### src/rtl/cfu_pkg.sv
// Shared CFU definitions: status codes, default channel widths and the
// scoreboard watchdog state encoding.
package cfu_pkg;

    localparam int CFU_STATUS_W      = 3;
    localparam int CFU_REQ_RESP_ID_W = 6;
    localparam int CFU_RESP_DATA_W   = 32;

    localparam logic [CFU_STATUS_W-1:0] CFU_STATUS_OK    = 3'd0;
    localparam logic [CFU_STATUS_W-1:0] CFU_STATUS_ERROR = 3'd1;

    typedef enum logic [1:0] {
        WD_IDLE,
        WD_WAIT,
        WD_TIMED_OUT
    } wd_state_e;

endpackage

### src/rtl/cfu_sb_fifo.sv
// Expected-result FIFO for the response scoreboard. Head is read from the
// registered read pointer, so an entry pushed this cycle is never visible.
module cfu_sb_fifo #(
    parameter int ID_W   = cfu_pkg::CFU_REQ_RESP_ID_W,
    parameter int DATA_W = cfu_pkg::CFU_RESP_DATA_W,
    parameter int DEPTH  = 8
) (
    input  logic                     clock,
    input  logic                     reset,
    input  logic                     push_i,
    input  logic [ID_W+DATA_W-1:0]   wdata_i,
    input  logic                     pop_i,
    output logic                     full_o,
    output logic                     empty_o,
    output logic [$clog2(DEPTH):0]   count_o,
    output logic [ID_W+DATA_W-1:0]   head_o
);

    localparam int PTR_W   = $clog2(DEPTH);
    localparam int ENTRY_W = ID_W + DATA_W;

    logic [ENTRY_W-1:0] mem_q [DEPTH];
    logic [PTR_W-1:0]   wr_ptr_q, wr_ptr_d;
    logic [PTR_W-1:0]   rd_ptr_q, rd_ptr_d;
    logic [PTR_W:0]     count_q, count_d;
    logic               do_push, do_pop;

    // A full FIFO refuses a push even when a pop frees a slot in the same cycle.
    assign full_o  = (count_q == (PTR_W+1)'(DEPTH));
    assign empty_o = (count_q == '0);
    assign do_push = push_i & ~full_o;
    assign do_pop  = pop_i & ~empty_o;
    assign count_o = count_q;
    assign head_o  = mem_q[rd_ptr_q];

    always_comb begin
        wr_ptr_d = wr_ptr_q;
        rd_ptr_d = rd_ptr_q;
        count_d  = count_q;
        if (do_push) begin
            wr_ptr_d = wr_ptr_q + PTR_W'(1);
        end
        if (do_pop) begin
            rd_ptr_d = rd_ptr_q + PTR_W'(1);
        end
        case ({do_push, do_pop})
            2'b10:   count_d = count_q + (PTR_W+1)'(1);
            2'b01:   count_d = count_q - (PTR_W+1)'(1);
            default: count_d = count_q;
        endcase
    end

    always_ff @(posedge clock) begin
        if (reset) begin
            wr_ptr_q <= '0;
            rd_ptr_q <= '0;
            count_q  <= '0;
        end else begin
            wr_ptr_q <= wr_ptr_d;
            rd_ptr_q <= rd_ptr_d;
            count_q  <= count_d;
        end
    end

    always_ff @(posedge clock) begin
        if (do_push) begin
            mem_q[wr_ptr_q] <= wdata_i;
        end
    end

endmodule

### src/rtl/cfu_resp_scoreboard.sv
// In-order response checker for a CFU under test: compares each accepted
// response against queued expectations and keeps saturating error counters.
module cfu_resp_scoreboard #(
    parameter int CFU_REQ_RESP_ID_W = cfu_pkg::CFU_REQ_RESP_ID_W,
    parameter int CFU_RESP_DATA_W   = cfu_pkg::CFU_RESP_DATA_W,
    parameter int CFU_STATUS_W      = cfu_pkg::CFU_STATUS_W,
    parameter int DEPTH             = 8,
    parameter int TIMEOUT           = 255,
    parameter int CNT_W             = 16
) (
    input  logic                         clock,
    input  logic                         reset,
    input  logic                         exp_valid,
    output logic                         exp_ready,
    input  logic [CFU_REQ_RESP_ID_W-1:0] exp_id,
    input  logic [CFU_RESP_DATA_W-1:0]   exp_data,
    input  logic                         resp_valid,
    output logic                         resp_ready,
    input  logic [CFU_REQ_RESP_ID_W-1:0] resp_id,
    input  logic [CFU_STATUS_W-1:0]      resp_status,
    input  logic [CFU_RESP_DATA_W-1:0]   resp_data,
    input  logic                         bp_en,
    input  logic [15:0]                  lfsr,
    output logic [CNT_W-1:0]             match_count,
    output logic [CNT_W-1:0]             mismatch_count,
    output logic [CNT_W-1:0]             unexpected_count,
    output logic [$clog2(DEPTH):0]       outstanding,
    output logic [CFU_REQ_RESP_ID_W-1:0] last_bad_id,
    output logic                         timeout,
    output logic                         fail
);

    import cfu_pkg::*;

    localparam int ENTRY_W = CFU_REQ_RESP_ID_W + CFU_RESP_DATA_W;
    localparam int IDLE_W  = $clog2(TIMEOUT + 1);

    logic                         fifo_full, fifo_empty;
    logic [ENTRY_W-1:0]           head;
    logic                         accept, pop, resp_match;
    logic [CNT_W-1:0]             match_q, match_d;
    logic [CNT_W-1:0]             mismatch_q, mismatch_d;
    logic [CNT_W-1:0]             unexp_q, unexp_d;
    logic [CFU_REQ_RESP_ID_W-1:0] last_bad_q, last_bad_d;
    logic                         fail_q, fail_d;
    wd_state_e                    state_q, state_d;
    logic [IDLE_W-1:0]            idle_q, idle_d;
    logic                         unused_lfsr;

    assign unused_lfsr = ^lfsr[15:1];

    assign exp_ready  = ~fifo_full;
    assign resp_ready = ~bp_en | lfsr[0];
    assign accept     = resp_valid & resp_ready;
    assign pop        = accept & ~fifo_empty;
    assign resp_match = (resp_id == head[ENTRY_W-1:CFU_RESP_DATA_W])
                      && (resp_status == CFU_STATUS_W'(CFU_STATUS_OK))
                      && (resp_data == head[CFU_RESP_DATA_W-1:0]);

    cfu_sb_fifo #(
        .ID_W   (CFU_REQ_RESP_ID_W),
        .DATA_W (CFU_RESP_DATA_W),
        .DEPTH  (DEPTH)
    ) u_fifo (
        .clock   (clock),
        .reset   (reset),
        .push_i  (exp_valid),
        .wdata_i ({exp_id, exp_data}),
        .pop_i   (pop),
        .full_o  (fifo_full),
        .empty_o (fifo_empty),
        .count_o (outstanding),
        .head_o  (head)
    );

    // One count per accepted response; counters stick at all-ones.
    always_comb begin
        match_d    = match_q;
        mismatch_d = mismatch_q;
        unexp_d    = unexp_q;
        last_bad_d = last_bad_q;
        if (pop) begin
            if (resp_match) begin
                if (match_q != '1) match_d = match_q + CNT_W'(1);
            end else begin
                if (mismatch_q != '1) mismatch_d = mismatch_q + CNT_W'(1);
                last_bad_d = resp_id;
            end
        end else if (accept) begin
            if (unexp_q != '1) unexp_d = unexp_q + CNT_W'(1);
        end
    end

    always_comb begin
        state_d = state_q;
        idle_d  = idle_q;
        case (state_q)
            WD_IDLE: begin
                idle_d = '0;
                if (!fifo_empty) state_d = WD_WAIT;
            end
            WD_WAIT: begin
                if (fifo_empty) begin
                    state_d = WD_IDLE;
                end else if (accept) begin
                    idle_d = '0;
                end else begin
                    idle_d = idle_q + IDLE_W'(1);
                    if (idle_q == IDLE_W'(TIMEOUT - 1)) state_d = WD_TIMED_OUT;
                end
            end
            WD_TIMED_OUT: state_d = WD_TIMED_OUT;
            default:      state_d = WD_IDLE;
        endcase
    end

    // fail rises together with timeout so both are visible on the same cycle.
    assign fail_d = fail_q | (pop & ~resp_match) | (accept & fifo_empty)
                  | (state_d == WD_TIMED_OUT);

    always_ff @(posedge clock) begin
        if (reset) begin
            match_q    <= '0;
            mismatch_q <= '0;
            unexp_q    <= '0;
            last_bad_q <= '0;
            fail_q     <= 1'b0;
            state_q    <= WD_IDLE;
            idle_q     <= '0;
        end else begin
            match_q    <= match_d;
            mismatch_q <= mismatch_d;
            unexp_q    <= unexp_d;
            last_bad_q <= last_bad_d;
            fail_q     <= fail_d;
            state_q    <= state_d;
            idle_q     <= idle_d;
        end
    end

    assign match_count      = match_q;
    assign mismatch_count   = mismatch_q;
    assign unexpected_count = unexp_q;
    assign last_bad_id      = last_bad_q;
    assign timeout          = (state_q == WD_TIMED_OUT);
    assign fail             = fail_q;

endmodule
### config.mk
export PLATFORM = sky130hd
export DESIGN_NAME = cfu_resp_scoreboard
export DESIGN_NICKNAME = d
export VERILOG_FILES = /design/src/rtl/cfu_pkg.sv /design/src/rtl/cfu_sb_fifo.sv /design/src/rtl/cfu_resp_scoreboard.sv
export SDC_FILE = /design/constraint.sdc
export NUM_CORES = 1
export LEC_CHECK = 0
export CORE_MARGIN = 2
export CORE_UTILIZATION = 30
export CTS_BUF_LIST = sky130_fd_sc_hd__clkbuf_16
export DETAILED_ROUTE_END_ITERATION = 6
export PLACE_DENSITY_LB_ADDON = 0.05
export SYNTH_ARGS = -nofsm -noshare
export SYNTH_HDL_FRONTEND = slang
export SYNTH_SLANG_ARGS = --single-unit
### constraint.sdc
create_clock -name clock -period 4 [get_ports clock]
set_clock_uncertainty 0.2 [all_clocks]
set_input_delay 0.6 -clock clock [delete_from_list [all_inputs] [get_ports clock]]
set_output_delay 0.6 -clock clock [all_outputs]
set_load 0.05 [all_outputs]
==> flow_metrics.tcl, run 1 <==
set metrics [dict create \
    antenna_found_initial 5 \
    fmax_mhz 270 \
    critPathTopFamily "simple AND/OR/NAND/NOR gates" \
    fin_area_sq_um 19800 \
    syn_nets 1093 \
    worstPathMaxFanout 32 \
    fin_nets 1295 \
    track_usage_pct 14.8 \
    grt_remaining_overflow 0 \
    yosysWarningCount 0 \
    cpMaxStageDelayCell "or4b_2" \
    start_util_pct 30.4 \
    ys_ff_latch 382 \
    worstPathArrival_ns 3.97 \
    cts.sinks 382 \
    hold_class "flop to flop" \
    io_buffers 146 \
    rsz0062_at_grt "no" \
    cts_buffers 44 \
    netlist_instances 982 \
    placedCellCount 1813 \
    rows 83 \
    cpPeakStageDelay_ns 0.65 \
    vias 8896 \
    tightest_slew_ns 0.678 \
    fin_crit_ns 3.70 \
    worst_slack_ns 0.303 \
    path_cells "buf_4, mux4_2, nand2_1, nand2_1, xor2_1, nor4_1, buf_4, nand4_1, buf_4, nor2_1, buf_12, or4b_2, a211oi_1" \
    drtPass1Iterations 5 \
    drt_iter0_drc 476 \
    clkTransAtPathRegs_ns 0.06 \
    dieArea_sq_um 54100 \
    end_kind "flop" \
    grt_max_degree 55 \
    tns_ns 0 \
    synth_area_per_cell_sq_um 16.0 \
    drt_wl_total_um 40000 \
    drive_gt1_share_pct 17.9 \
    drc 0 \
    dpl_worst_slack_ns 0.157 \
    clk_latency_ns 0.58 \
    hold_buffers 0 \
    start_kind "flop" \
    place_hpwl_um 24100 \
    status "completed" \
    peakVddDrop_mv 0.304 \
    slew_headroom_pct 54.8 \
    place_area_sq_um 18400 \
    area_delta_synth_final_pct 26.1 \
    die_x_um 233 \
    synth_top_area_share_pct 58.2 \
    min_period_over_period_pct 92.4 \
    synthesis.area_sq_um 15700 \
    place_congestion 0.724 \
    drv_cap 0 \
    power_density_nw_per_um2 531 \
    p_total_mw 10.5 \
    synthArstFlopShare_pct 0 \
    synth_most_common_cell "edfxtp_1" \
    path_buf_inv 4 \
    crit_top_cell "buf_4" \
    synth_edf_count 304 \
    synth.largest_area_cell "edfxtp_1" \
    worst-setup-path-type "flop to flop" \
    ys_types 56 \
    fin_cells 1895 \
    synthTopCellsByArea "edfxtp_1 58%, mux4_2 10%, dfxtp_1 10%" \
    vias_per_cell 4.69 \
    synth_flop_cell "edfxtp_1" \
    root_buffer "clkbuf_16" \
    grt_pass1_wl_um 59100 \
    grt_pass1_vias 9054 \
    required_ns 4.27 \
    coreArea_sq_um 51500 \
    timing_hold_violations_final 0 \
    p_leak_nw 6.46 \
    die_h_um 233 \
    ff2ff_setup_slack_ns 0.30 \
    synthTopCellsByCount "304 x edfxtp_1, 78 x dfxtp_1, 73 x nor2_1, 71 x mux4_2, 64 x nand2_1" \
    io_pins 162 \
    yosysSeqAreaShare_pct 68.2 \
    clk_path_buf_depth 3 \
    routedWlPerCell_um 21.1 \
    cts_tree "yes" \
    ant_nets 0 \
    finalSetupViolCount 0 \
    htreeDepth 2 \
    finalMaxSlewViolations 0 \
]
## power breakdown
group	total [mW]	switching [mW]	leakage (nW)	internal [mW]
combinational	2.05	1.10	2.34	0.954
clock	3.83	1.63	0.721	2.21
sequential	4.60	0.132	3.39	4.47
## cell usage in the layout (no fill, tap or decap), types with 7 or more instances in the layout
cell / synthesis / final
nand2b_1: 7 / 7
nand2_1: 64 / 64
xor2_1: 38 / 38
a21oi_1: 26 / 26
ha_1: 10 / 10
nor4_1: 14 / 14
edfxtp_1: 304 / 304
nor3_1: 14 / 12
inv_1: 14 / 27
nand4_1: 15 / 15
dfxtp_1: 78 / 75
mux4_2: 71 / 71
nor2b_1: 18 / 18
and3_1: 15 / 15
mux2i_1: 37 / 37
nor2_1: 73 / 67
nand3_1: 23 / 23
buf_12: 0 / 14
mux2_2: 11 / 11
clkbuf_16: 0 / 46
buf_4: 6 / 37
clkinv_2: 0 / 7
o21ai_0: 11 / 11
xnor2_1: 29 / 29
clkdlybuf4s50_1: 0 / 145
## metrics by stage
step	hold slack (ns)	utilization [%]
2_1_floorplan	0.254	-
3_3_place_gp	0.247	35.6
3_5_place_dp	0.255	35.6
4_1_cts	0.263	38.3
5_1_grt	0.305	38.4
6_report	0.264	38.4
## layout make-up
type                       instances  area, sq um
inverter                          14         52.6
timing repair buffer             198         2030
tap                              680          851
clock inverter                    30          206
antenna                            1         2.50
sequential                       382        10700
multi-input combinational        544         4780
fill                            4883        31700
clock buffer                      46         1150
## per-layer routing
metal  track usage [%]  share of wire (%)  up-vias
li1                  -                  -     4194
met4              3.78                1.8       10
met2              23.5                 47      178
met3              3.85                5.3       63
met5                 0               0.18        -
met1              20.2                 46     4451
## final timing paths
check | startpoint | end | cells after the start
max | flop | mismatch_count[14]$_SDFFE_PP0P_ | 13
min | last_bad_id[2]$_SDFFE_PP0P_ | last_bad_id[2]$_SDFFE_PP0P_ | 2
max reg2reg | flop | mismatch_count[14]$_SDFFE_PP0P_ | 13
min reg2reg | last_bad_id[2]$_SDFFE_PP0P_ | last_bad_id[2]$_SDFFE_PP0P_ | 2
## tightest hold or removal path, delay by kind of cell, from the launching register on
family / cells / cell delay [ns]
and+or+nand+nor: 1 / 0.05
AOI/OAI and AO/OA: 1 / 0.05
DFF: 1 / 0.31
## flip-flops by register name, summed over array words and instances (netlist names), named ones only
name	cells
u_fifo.mem_q	304
match_count	16
mismatch_count	16
unexpected_count	16
idle_q	8
last_bad_id	6
u_fifo.count_o	4
u_fifo.rd_ptr_q	3
u_fifo.wr_ptr_q	3
state_q	2
fail	1
## what timing repair did
| item | 4_1_cts | 5_1_grt |
|---|---|---|
| endpoints found under the hold margin | 0 | 0 |
| setup buffers | 0 | 5 |
| endpoints found under the setup margin | 0 | 5 |
| resized for setup | 0 | 1 |
## cell families (layout without fill, tap and decap cells)
| family | count (synthesis) | after routing | share of synthesized area (%) |
|---|---|---|---|
| flip-flops | 382 | 382 | 68.2 |
| AND/OR/NAND/NOR | 278 | 278 | 9.20 |
| multiplexers | 123 | 123 | 13.6 |
| XOR/XNOR | 67 | 67 | 3.74 |
| AO/OA/AOI/OAI | 65 | 65 | 2.56 |
| buffers and inverters | 56 | 288 | 1.71 |
| adder cells (fa/ha/maj) | 11 | 11 | 0.926 |
| other | 0 | 1 | 0 |
Note: power is estimated with default switching activity, not from simulation.
==> inputs of run 2 (changes only) <==
Settings changed: CORE_MARGIN 2 to not set, CTS_CLUSTER_DIAMETER set to 60.
==> run 2 against run 1 <==
Fmax shrank 0.51%. First-iteration DRC count shrank 17%. Worst setup slack lost 0.019 ns.
==> flow_metrics.tcl, run 2 (same netlist as run 1, synthesis figures left out) <==
set metrics [dict create \
    die_x_um 231 \
    end_kind "flop" \
    finalSetupViolCount 0 \
    fmax_mhz 269 \
    rows 83 \
    place_area_sq_um 18400 \
    hp-start "last_bad_id[2]$_SDFFE_PP0P_" \
    worstPathArrival_ns 4.00 \
    rr_endpoint "mismatch_count[14]$_SDFFE_PP0P_" \
    drv_cap 0 \
    drt_wl_total_um 39900 \
    path_buf_inv 4 \
    grt_max_degree 39 \
    status "completed" \
    dieArea_sq_um 53200 \
    root_buffer "clkbuf_16" \
    io_pins 162 \
    io_buffers 146 \
    p_leak_nw 6.53 \
    critPathTopFamily "simple AND/OR/NAND/NOR gates" \
    htreeDepth 2 \
    drive_gt1_share_pct 18.3 \
    vias 8978 \
    track_usage_pct 15.3 \
    coreArea_sq_um 51500 \
    holdWs_ns 0.264 \
    clk_path_buf_depth 3 \
    cts_setup_buffers 0 \
    endpoint "mismatch_count[14]$_SDFFE_PP0P_" \
    worstPathMaxFanout 20 \
    area_delta_synth_final_pct 27.6 \
    path_cells "buf_12, mux4_2, mux2i_1, xnor2_1, nor4_1, buf_4, nand4_1, buf_4, nor2_1, buf_12, or4b_2, a211oi_1" \
    layout_commonest_cell "edfxtp_1" \
    drc 0 \
    dpl_worst_slack_ns 0.158 \
    clkTransAtPathRegs_ns 0.06 \
    clk_latency_ns 0.58 \
    rsz0062_at_grt "no" \
    grt_pass1_wl_um 60300 \
    start_util_pct 30.4 \
    cts_buffers 47 \
    tightest_slew_ns 0.646 \
    top_register "u_fifo.mem_q" \
    place_hpwl_um 24000 \
    peakVddDrop_mv 0.280 \
    cpPeakStageDelay_ns 0.67 \
    timing_hold_violations_final 0 \
    fin_nets 1298 \
    insertedDiodeCount 0 \
    drt_iter0_drc 397 \
    slew_headroom_pct 56.9 \
    drtPass1Iterations 5 \
    ant_nets 0 \
    min_period_over_period_pct 92.9 \
    most-common-layout-cells "304 x edfxtp_1, 145 x clkdlybuf4s50_1, 75 x dfxtp_1" \
    grt_remaining_overflow 0 \
    power_density_nw_per_um2 550 \
    worst_slack_ns 0.284 \
    routedWlPerCell_um 20.9 \
    fin_crit_ns 3.72 \
    fin_area_sq_um 20000 \
    cts_resized 0 \
    hold_class "flop to flop" \
    place_congestion 0.727 \
    reg2regPathDepth 12 \
    antenna_found_initial 4 \
    finalMaxSlewViolations 0 \
    required_ns 4.29 \
    die_h_um 231 \
    worst-setup-path-type "flop to flop" \
    cts_tree "yes" \
    largest_reg_flops 304 \
    path_depth 12 \
    hold_buffers 0 \
    cpMaxStageDelayCell "or4b_2" \
    start_kind "flop" \
    ff2ff_setup_slack_ns 0.28 \
    vias_per_cell 4.72 \
    grt_pass1_vias 9349 \
    p_total_mw 11.0 \
    cts.sinks 382 \
]
-- run 2: where the power goes --
group / switching [mW] / total [mW] / internal, mW / leakage [nW]
clock network: 1.66 / 4.34 / 2.68 / 0.795
logic: 1.09 / 2.04 / 0.948 / 2.34
registers: 0.150 / 4.62 / 4.47 / 3.39
total: 2.90 / 11.0 / 8.10 / 6.53
-- run 2: layout make-up --
| type | instances | area, sq um |
|---|---|---|
| fill | 4895 | 31500 |
| sequential | 382 | 10700 |
| multi-input combinational | 544 | 4780 |
| timing repair buffer | 198 | 2030 |
| clock buffer | 48 | 1200 |
| tap | 680 | 851 |
| clock inverter | 37 | 383 |
| inverter | 14 | 52.6 |
-- run 2: through the flow --
stage                     setup TNS (ns)  cells  utilization, %
after floorplan                    -3.63    982               -
after global placement                 0   1811            35.6
after detailed placement               0   1811            35.6
after CTS                              0   1896            38.7
after global routing                   0   1903            38.8
final                                  0   1903            38.8
-- run 2: how the worst min path moves through the flow --
| stage | cells past startpoint | to |
|---|---|---|
| global placement | 2 | last_bad_id[2]$_SDFFE_PP0P_ |
| CTS | 2 | last_bad_id[2]$_SDFFE_PP0P_ |
| detailed placement | 2 | last_bad_id[2]$_SDFFE_PP0P_ |
| finish | 2 | last_bad_id[2]$_SDFFE_PP0P_ |
| floorplan | 2 | idle_q[5]$_SDFFE_PP0P_ |
| global route | 2 | last_bad_id[2]$_SDFFE_PP0P_ |
-- run 2: layer usage --
layer / GRT usage (%) / vias to the layer above / routed length (um)
met1: 21.0 / 4538 / 18600
met2: 24.4 / 165 / 18700
li1: - / 4203 / -
met5: 0 / - / 53
met3: 3.10 / 64 / 1750
met4: 4.64 / 8 / 776
-- run 2: worst reg2reg max path: cells and delay by family (launching register included) --
family / cells / cell delay (ns)
AND/OR/NAND/NOR: 4 / 0.93
multiplexers: 2 / 0.70
flip-flops: 1 / 0.60
buffers and inverters: 4 / 0.78
XOR/XNOR: 1 / 0.19
AO/OA/AOI/OAI: 1 / 0.23
